**config.mk**
```make
export PLATFORM = sky130hd
export DESIGN_NAME = moon_hit_detector
export DESIGN_NICKNAME = d
export VERILOG_FILES = /design/src/rtl/moon_hit_detector.sv
export SDC_FILE = /design/constraint.sdc
export NUM_CORES = 1
export LEC_CHECK = 0
export BUFFER_PORTS_ARGS = -buffer_cell sky130_fd_sc_hd__buf_2
export CAP_MARGIN = 20
export CORE_ASPECT_RATIO = 0.9
export CORE_MARGIN = 1.5
export CORE_UTILIZATION = 29
export CTS_CLUSTER_DIAMETER = 80
export CTS_CLUSTER_SIZE = 16
export DETAILED_ROUTE_END_ITERATION = 6
export PLACE_DENSITY_LB_ADDON = 0.12
export SYNTH_ARGS = -nofsm -noshare
export SYNTH_HDL_FRONTEND = slang
export SYNTH_SLANG_ARGS = --single-unit
export TNS_END_PERCENT = 50
```
**constraint.sdc**
```tcl
create_clock -name clk -period 2.5 [get_ports clk]
set_input_delay 0.125 -clock clk [delete_from_list [all_inputs] [get_ports clk]]
set_output_delay 0.125 -clock clk [all_outputs]
set_load 0.02 [all_outputs]
```
**src/rtl/moon_hit_detector.sv**
```systemverilog
// moon_hit_detector
// Per-frame collision judge between the player sprite and the moon enemy.
// Counts overlapping playfield pixels during the scan, evaluates the count
// at each frame boundary and owns lives, invulnerability, blink and
// game-over state.
//
// Ports:
//   clk            : system clock
//   reset          : asynchronous, active-high reset
//   pix_tick       : pixel strobe, pixel inputs sampled only when high
//   x, y           : current scan coordinates (10 bit)
//   player_on      : player sprite opaque at (x,y)
//   moon_on        : moon sprite opaque at (x,y)
//   frame_start    : single-cycle frame boundary pulse
//   restart        : single-cycle game restart pulse
//   lives          : remaining lives
//   hit            : one-cycle pulse when a hit is registered
//   invuln         : high while invulnerable
//   player_visible : renderer gate for the player sprite
//   game_over      : high once lives reach 0
module moon_hit_detector #(
    parameter int MAX_X         = 384,
    parameter int MAX_Y         = 448,
    parameter int LIVES_INIT    = 3,
    parameter int HIT_THRESHOLD = 16,
    parameter int INVULN_FRAMES = 120,
    parameter int BLINK_PERIOD  = 8
) (
    input  logic       clk,
    input  logic       reset,
    input  logic       pix_tick,
    input  logic [9:0] x,
    input  logic [9:0] y,
    input  logic       player_on,
    input  logic       moon_on,
    input  logic       frame_start,
    input  logic       restart,
    output logic [2:0] lives,
    output logic       hit,
    output logic       invuln,
    output logic       player_visible,
    output logic       game_over
);

    typedef enum logic [1:0] {
        ST_ALIVE     = 2'd0,
        ST_INVULN    = 2'd1,
        ST_GAME_OVER = 2'd2
    } state_t;

    localparam logic [10:0] MAX_X_L     = 11'(MAX_X);
    localparam logic [10:0] MAX_Y_L     = 11'(MAX_Y);
    localparam logic [2:0]  LIVES_L     = 3'(LIVES_INIT);
    localparam logic [11:0] THRESH_L    = 12'(HIT_THRESHOLD);
    localparam logic [7:0]  INVULN_L    = 8'(INVULN_FRAMES);
    localparam logic [7:0]  BLINK_END_L = 8'(BLINK_PERIOD - 1);
    localparam logic [11:0] COUNT_MAX   = 12'hFFF;

    state_t     r_state;
    logic [11:0] r_count;
    logic [7:0]  r_frame_cnt;
    logic [7:0]  r_blink_cnt;
    logic        r_blink;
    logic [2:0]  r_lives;
    logic        r_hit;
    logic        r_invuln;
    logic        r_player_visible;
    logic        r_game_over;

    // A pixel counts only when both sprites cover it inside the playfield.
    logic w_qual;
    assign w_qual = pix_tick & player_on & moon_on &
                    ({1'b0, x} < MAX_X_L) & ({1'b0, y} < MAX_Y_L);

    always_ff @(posedge clk or posedge reset) begin
        if (reset) begin
            r_state          <= ST_ALIVE;
            r_count          <= '0;
            r_frame_cnt      <= '0;
            r_blink_cnt      <= '0;
            r_blink          <= 1'b0;
            r_lives          <= LIVES_L;
            r_hit            <= 1'b0;
            r_invuln         <= 1'b0;
            r_player_visible <= 1'b1;
            r_game_over      <= 1'b0;
        end else begin
            r_hit <= 1'b0;
            if (restart) begin
                // Restart overrides a coincident frame boundary entirely.
                r_state          <= ST_ALIVE;
                r_count          <= '0;
                r_frame_cnt      <= '0;
                r_blink_cnt      <= '0;
                r_blink          <= 1'b0;
                r_lives          <= LIVES_L;
                r_invuln         <= 1'b0;
                r_player_visible <= 1'b1;
                r_game_over      <= 1'b0;
            end else if (frame_start) begin
                // The boundary-cycle sample already belongs to the new frame.
                r_count <= {11'd0, w_qual};
                case (r_state)
                    ST_ALIVE: begin
                        if (r_count >= THRESH_L) begin
                            r_hit            <= 1'b1;
                            r_player_visible <= 1'b0;
                            if (r_lives > 3'd1) begin
                                r_lives     <= r_lives - 3'd1;
                                r_state     <= ST_INVULN;
                                r_invuln    <= 1'b1;
                                r_frame_cnt <= INVULN_L;
                                r_blink_cnt <= '0;
                                r_blink     <= 1'b0;
                            end else begin
                                r_lives     <= 3'd0;
                                r_state     <= ST_GAME_OVER;
                                r_game_over <= 1'b1;
                            end
                        end
                    end
                    ST_INVULN: begin
                        r_frame_cnt <= r_frame_cnt - 8'd1;
                        if (r_frame_cnt == 8'd1) begin
                            // Last protected frame's overlaps are discarded
                            // by the reload of r_count above.
                            r_state          <= ST_ALIVE;
                            r_invuln         <= 1'b0;
                            r_player_visible <= 1'b1;
                            r_blink_cnt      <= '0;
                            r_blink          <= 1'b0;
                        end else if (r_blink_cnt == BLINK_END_L) begin
                            r_blink_cnt      <= '0;
                            r_blink          <= ~r_blink;
                            r_player_visible <= ~r_blink;
                        end else begin
                            r_blink_cnt      <= r_blink_cnt + 8'd1;
                            r_player_visible <= r_blink;
                        end
                    end
                    default: begin
                        // Game over: nothing changes until restart.
                    end
                endcase
            end else if (w_qual && (r_count != COUNT_MAX)) begin
                r_count <= r_count + 12'd1;
            end
        end
    end

    assign lives          = r_lives;
    assign hit            = r_hit;
    assign invuln         = r_invuln;
    assign player_visible = r_player_visible;
    assign game_over      = r_game_over;

endmodule

```
### After elaboration in Yosys (flattened, before gate mapping)

Cells that the tools add are included.

* ROM bits: 0
* input port bits: 27
* flip-flop bits (word level): 38
* output and inout bits: 7
* bits in writable memories: 0
* word-level logic and storage cells: 97
* memories kept: 0
* bits in latches: 0

* shift operators: 0
* $mul: 0
* muxes and demuxes: 53
* bitwise operators: 5
* reduce and logical (&&, ||, !) cells: 13
* $lt $le $gt $ge: 4
* div/mod/pow operators: 0
* equality and inequality tests: 8
* add/subtract/negate cells: 4

Operators by type and width (number)
* $mux W8: 10
* $mux W12: 3
* $pmux W8 S2: 2
* $mux W1: 24
* $lt A10 B9 Y1 const B: 2
* $mux W3: 5
* $add A12 B1 Y12 const B: 1
* $ge A12 B5 Y1 const B: 1
* $ne A12 B12 Y1 const B: 1
* $reduce_and A4 Y1: 3
* $mux W2: 5
* $ne A3 B3 Y1 const B: 3
* $add A8 B1 Y8 const B: 1
* $eq A8 B1 Y1 const B: 1
* $eq A8 B3 Y1 const B: 1
* $sub A8 B1 Y8 const B: 1
* $pmux W1 S2: 3
* $reduce_and A3 Y1: 2
* $reduce_bool A2 Y1: 3
* $reduce_bool A3 Y1: 2
* $reduce_and A5 Y1: 1
* $and A1 B1 Y1: 4
* $pmux W2 S2: 1
* $gt A3 B1 Y1 const B: 1
* other kinds (6): 6

### Logic depth before layout (Yosys ltp)

* depth in word-level cells: 8
* gate-level depth with buffers: 8
* gate-level depth less buffers: 7

### Worst setup path after synthesis

No wires, ideal clock.

* path kind: flip-flop to flip-flop
* start point: register r_lives[1] (netlist: lives[1])
* end point: register r_blink_cnt[6]
* data required time: 2.379 ns
* clock period less this slack: 1.896 ns
* data arrival time: 1.775 ns
* slack: 0.604 ns
* stages on the path, launching flop included: 8
* cell sequence: dfstp_2 -> inv_1 -> ha_1 -> o21ba_2 -> a2bb2oi_1 -> o21ai_2 -> buf_2 -> a22o_1

* longest elaborated chain between the ends: 3

Ends and longest elaborated chain
* start, declared: line 64 `logic [2:0] r_lives;`
* start signal, assigned: line 109 `r_lives <= r_lives - 3'd1;`
* $gt A3 B1 Y1: line 108 `if (r_lives > 3'd1) begin`
* $ne A3 B3 Y1 (no line)
* $reduce_and A4 Y1 (no line)
* end signal, assigned: line 137 `r_blink_cnt <= r_blink_cnt + 8'd1;`
* end, declared: line 62 `logic [7:0] r_blink_cnt;`

Every way passes these cells.
A chain may end at the register's enable or synchronous reset.

### Worst setup path after layout

* start point: register r_count[8]
* end point: register r_frame_cnt[4]

* longest elaborated chain between the ends: 3

Ends and longest elaborated chain
* start, declared: line 60 `logic [11:0] r_count;`
* start signal, assigned: line 102 `r_count <= {11'd0, w_qual};`
* start signal, assigned: line 146 `r_count <= r_count + 12'd1;`
* $ge A12 B5 Y1: line 105 `if (r_count >= THRESH_L) begin`
* $ne A3 B3 Y1 (no line)
* $reduce_and A4 Y1 (no line)
* end signal, assigned: line 123 `r_frame_cnt <= r_frame_cnt - 8'd1;`
* end, declared: line 61 `logic [7:0] r_frame_cnt;`

Every way passes these cells.

==> flow_summary.ini <==
[logic_synthesis]
yosys_register_bits = 38
ys_async_sr_fraction = 1.000
ys_seq_area_frac = 0.4306
synth_ff_type = dfrtp_1
synthesis.instances = 248
synthesis.nets = 282
synth_area_sq_um = 2217
ys_types = 53
syn_avg_cell_area_sq_um = 8.940
yosysWarnings = 0
synth-edff-count = 0

[cells_and_area]
drive_above_1_share = 0.1905
n_antenna_cell = 0
num-nets-final = 306
areaGrowthSynthToFinish_pct = 14.95

[floorplan]
core_region_area_sq_um = 7470
die_area_sq_um = 8179
die_w_um = 95.17
num_io_pins = 34
initial_core_util = 0.2968
rows = 30
die_h_um = 85.95

[worst_hold_path]
hp-start = restart
hold_path.class = in2reg

[global_route]
grt.met2_usage = 0.1850
met3_usage = 0.02926
grt_pass1_vias = 1806
busiest_layer = met1
grt.overflow.total = 0
grt_max_degree = 39
grt_pass1_wl_um = 8880
grtUsageMet1 = 0.2139
antenna_found_initial = 0
grtUsageTotal = 0.1372

[clocking]
cts_root_buffer = clkbuf_8
cts_max_level = 2
cts_num_sinks = 38
clock_latency_ns = 0.30
cts_setup_buffers = 0
cts_resized = 0
clk_pin_slew_ns = 0.08
cts_buffers = 5
cts_tree = yes
holdBufCountCts = 1
cts_max_path_buffers = 2

[timing]
slew_violations = 0
timing_hold_violations_final = 0
relSlewSlack = 0.4490
tightest_slew_ns = 0.8234
post-route-period-util = 0.8497
final-setup-viol-count = 0
fmax_mhz = 470.7
finalSetupTns_ns = 0
fin_skew_ns = 0.01699
period_needed_ns = 2.124
grt_setup_unrepaired = no

[setup_path]
cp.required_ns = 2.67
path_class = reg2reg
rr_startpoint = r_count[8]$_DFFE_PP0P_
worstPathMaxFanout = 11
cp.arrival_ns = 2.30
cp-end-kind = register
critical_path.startpoint = r_count[8]$_DFFE_PP0P_
startpoint_type = register

[drt]
wl_per_cell_um = 13.63
drc = 0
dr.pass1.iters = 4
drt_iter0_drc = 93
vias_per_cell = 5.024
antenna_left = 0
num_vias = 1854
wl_um = 5030

[run_status]
outcome = finished clean

[placement]
portBuffers = 20
dp_hpwl_um = 3541
gp_congestion = 0.7029

[run]
maxCapViolations = 0

[power_and_ir_drop]
total_leakage_power_nw = 1.107
power_mw = 1.743
powerDensity_nw_per_um2 = 683.9
ir_drop_v = 0.0004694
==> final timing paths <==
check	end	slack (ns)	cells after the start
max in group asynchronous	player_visible$_DFFE_PP1P_	1.63	4
min in group asynchronous	r_blink_cnt[7]$_DFFE_PP0P_	0.49	4
worst max-delay path	r_frame_cnt[4]$_DFFE_PP0P_	0.38	6
worst min-delay path	lives[2]$_DFFE_PP0P_	0.11	2
worst max register to register	r_frame_cnt[4]$_DFFE_PP0P_	0.38	6
worst min register to register	invuln$_DFFE_PP0P_	0.49	1
==> cells in the mapped netlist (all sizes together), types with 2 or more instances <==
| cell | count | area share |
|---|---|---|
| nor4 | 7 | 0.023 |
| nor3 | 13 | 0.037 |
| nand4 | 5 | 0.021 |
| o22ai | 3 | 0.0085 |
| or4 | 4 | 0.017 |
| o31ai | 8 | 0.029 |
| a31oi | 4 | 0.011 |
| nand3 | 11 | 0.025 |
| o22a | 4 | 0.016 |
| o211ai | 3 | 0.010 |
| and3 | 3 | 0.0085 |
| clkbuf | 5 | 0.0085 |
| nand2 | 28 | 0.047 |
| dfstp | 3 | 0.036 |
| inv | 17 | 0.029 |
| a21oi | 15 | 0.034 |
| or3 | 4 | 0.011 |
| ha | 7 | 0.040 |
| dfrtp | 35 | 0.40 |
| nor2 | 21 | 0.039 |
| a211o | 2 | 0.0079 |
| a31o | 4 | 0.016 |
| nand2b | 5 | 0.015 |
| o21ai | 14 | 0.033 |
| a21o | 3 | 0.010 |
| buf | 4 | 0.011 |
| xor2 | 2 | 0.0079 |
==> routing by layer <==
layer,vias to the layer above,part of all wire
met5,-,0
met4,0,0.012
met3,7,0.026
met2,19,0.39
met1,868,0.57
li1,960,-
==> kinds of logic (layout without fill, tap and decap cells) <==
logic type | after synthesis | count (layout) | synth area share
multiplexers | 2 | 2 | 0.009593
adder cells (fa/ha/maj) | 7 | 7 | 0.03950
buffers and inverters | 26 | 51 | 0.04853
AO/OA/AOI/OAI | 66 | 66 | 0.1998
AND/OR/NAND/NOR | 107 | 107 | 0.2641
flip-flops | 38 | 38 | 0.4306
XOR/XNOR | 2 | 2 | 0.007902
==> critical path, cell delays in order (launching register included) <==
cell,delay [ns]
dfrtp_1,0.44
nor4_1,0.46
a2bb2oi_1,0.17
o21ai_2,0.50
buf_4,0.23
nor2_1,0.05
o22a_1,0.16
==> layout by cell type, fill, tap and decap left out, drive strengths merged, types with 5 or more instances in the layout <==
master	Yosys	layout
clkbuf	5	6
nor4	7	7
nand2	28	28
nand2b	5	5
buf	4	25
nand4	5	5
inv	17	17
nand3	11	11
o31ai	8	8
a21oi	15	15
ha	7	7
o21ai	14	14
dfrtp	35	35
nor2	21	21
nor3	13	13
==> state kept, by name, indices dropped and copies added (netlist names) <==
register / count
r_frame_cnt: 8
player_visible: 1
game_over: 1
r_blink_cnt: 8
hit: 1
lives: 3
r_count: 12
invuln: 1
r_blink: 1
r_state: 2
==> power by group <==
part / switching [mW] / leakage, nW / internal, mW
clock: 0.233 / 0.0472 / 0.222
combinational: 0.297 / 0.554 / 0.205
sequential: 0.0877 / 0.506 / 0.699
==> per-stage QoR <==
step                      area (sq um)  std cells  utilization  hold WS [ns]  setup WS, ns
final                             2549        369       0.3412        0.1073        0.3756
after global routing              2549        369       0.3412        0.1274        0.2050
after CTS                         2549        369       0.3412       0.09440        0.3392
after detailed placement          2444        360       0.3271        0.2855        0.3799
after global placement            2444        360       0.3271        0.2856        0.3688
after floorplan                   2217        248            -        0.2997        0.6038
==> area by class of cell <==
cell class | count | area (sq um)
clock buffer | 6 | 82.58
clock inverter | 2 | 12.51
fill | 797 | 4921
inverter | 17 | 63.81
multi-input combinational | 184 | 1155
sequential | 38 | 954.7
tap | 96 | 120.1
timing repair buffer | 26 | 160.2
(Power assumes the default switching activity.)
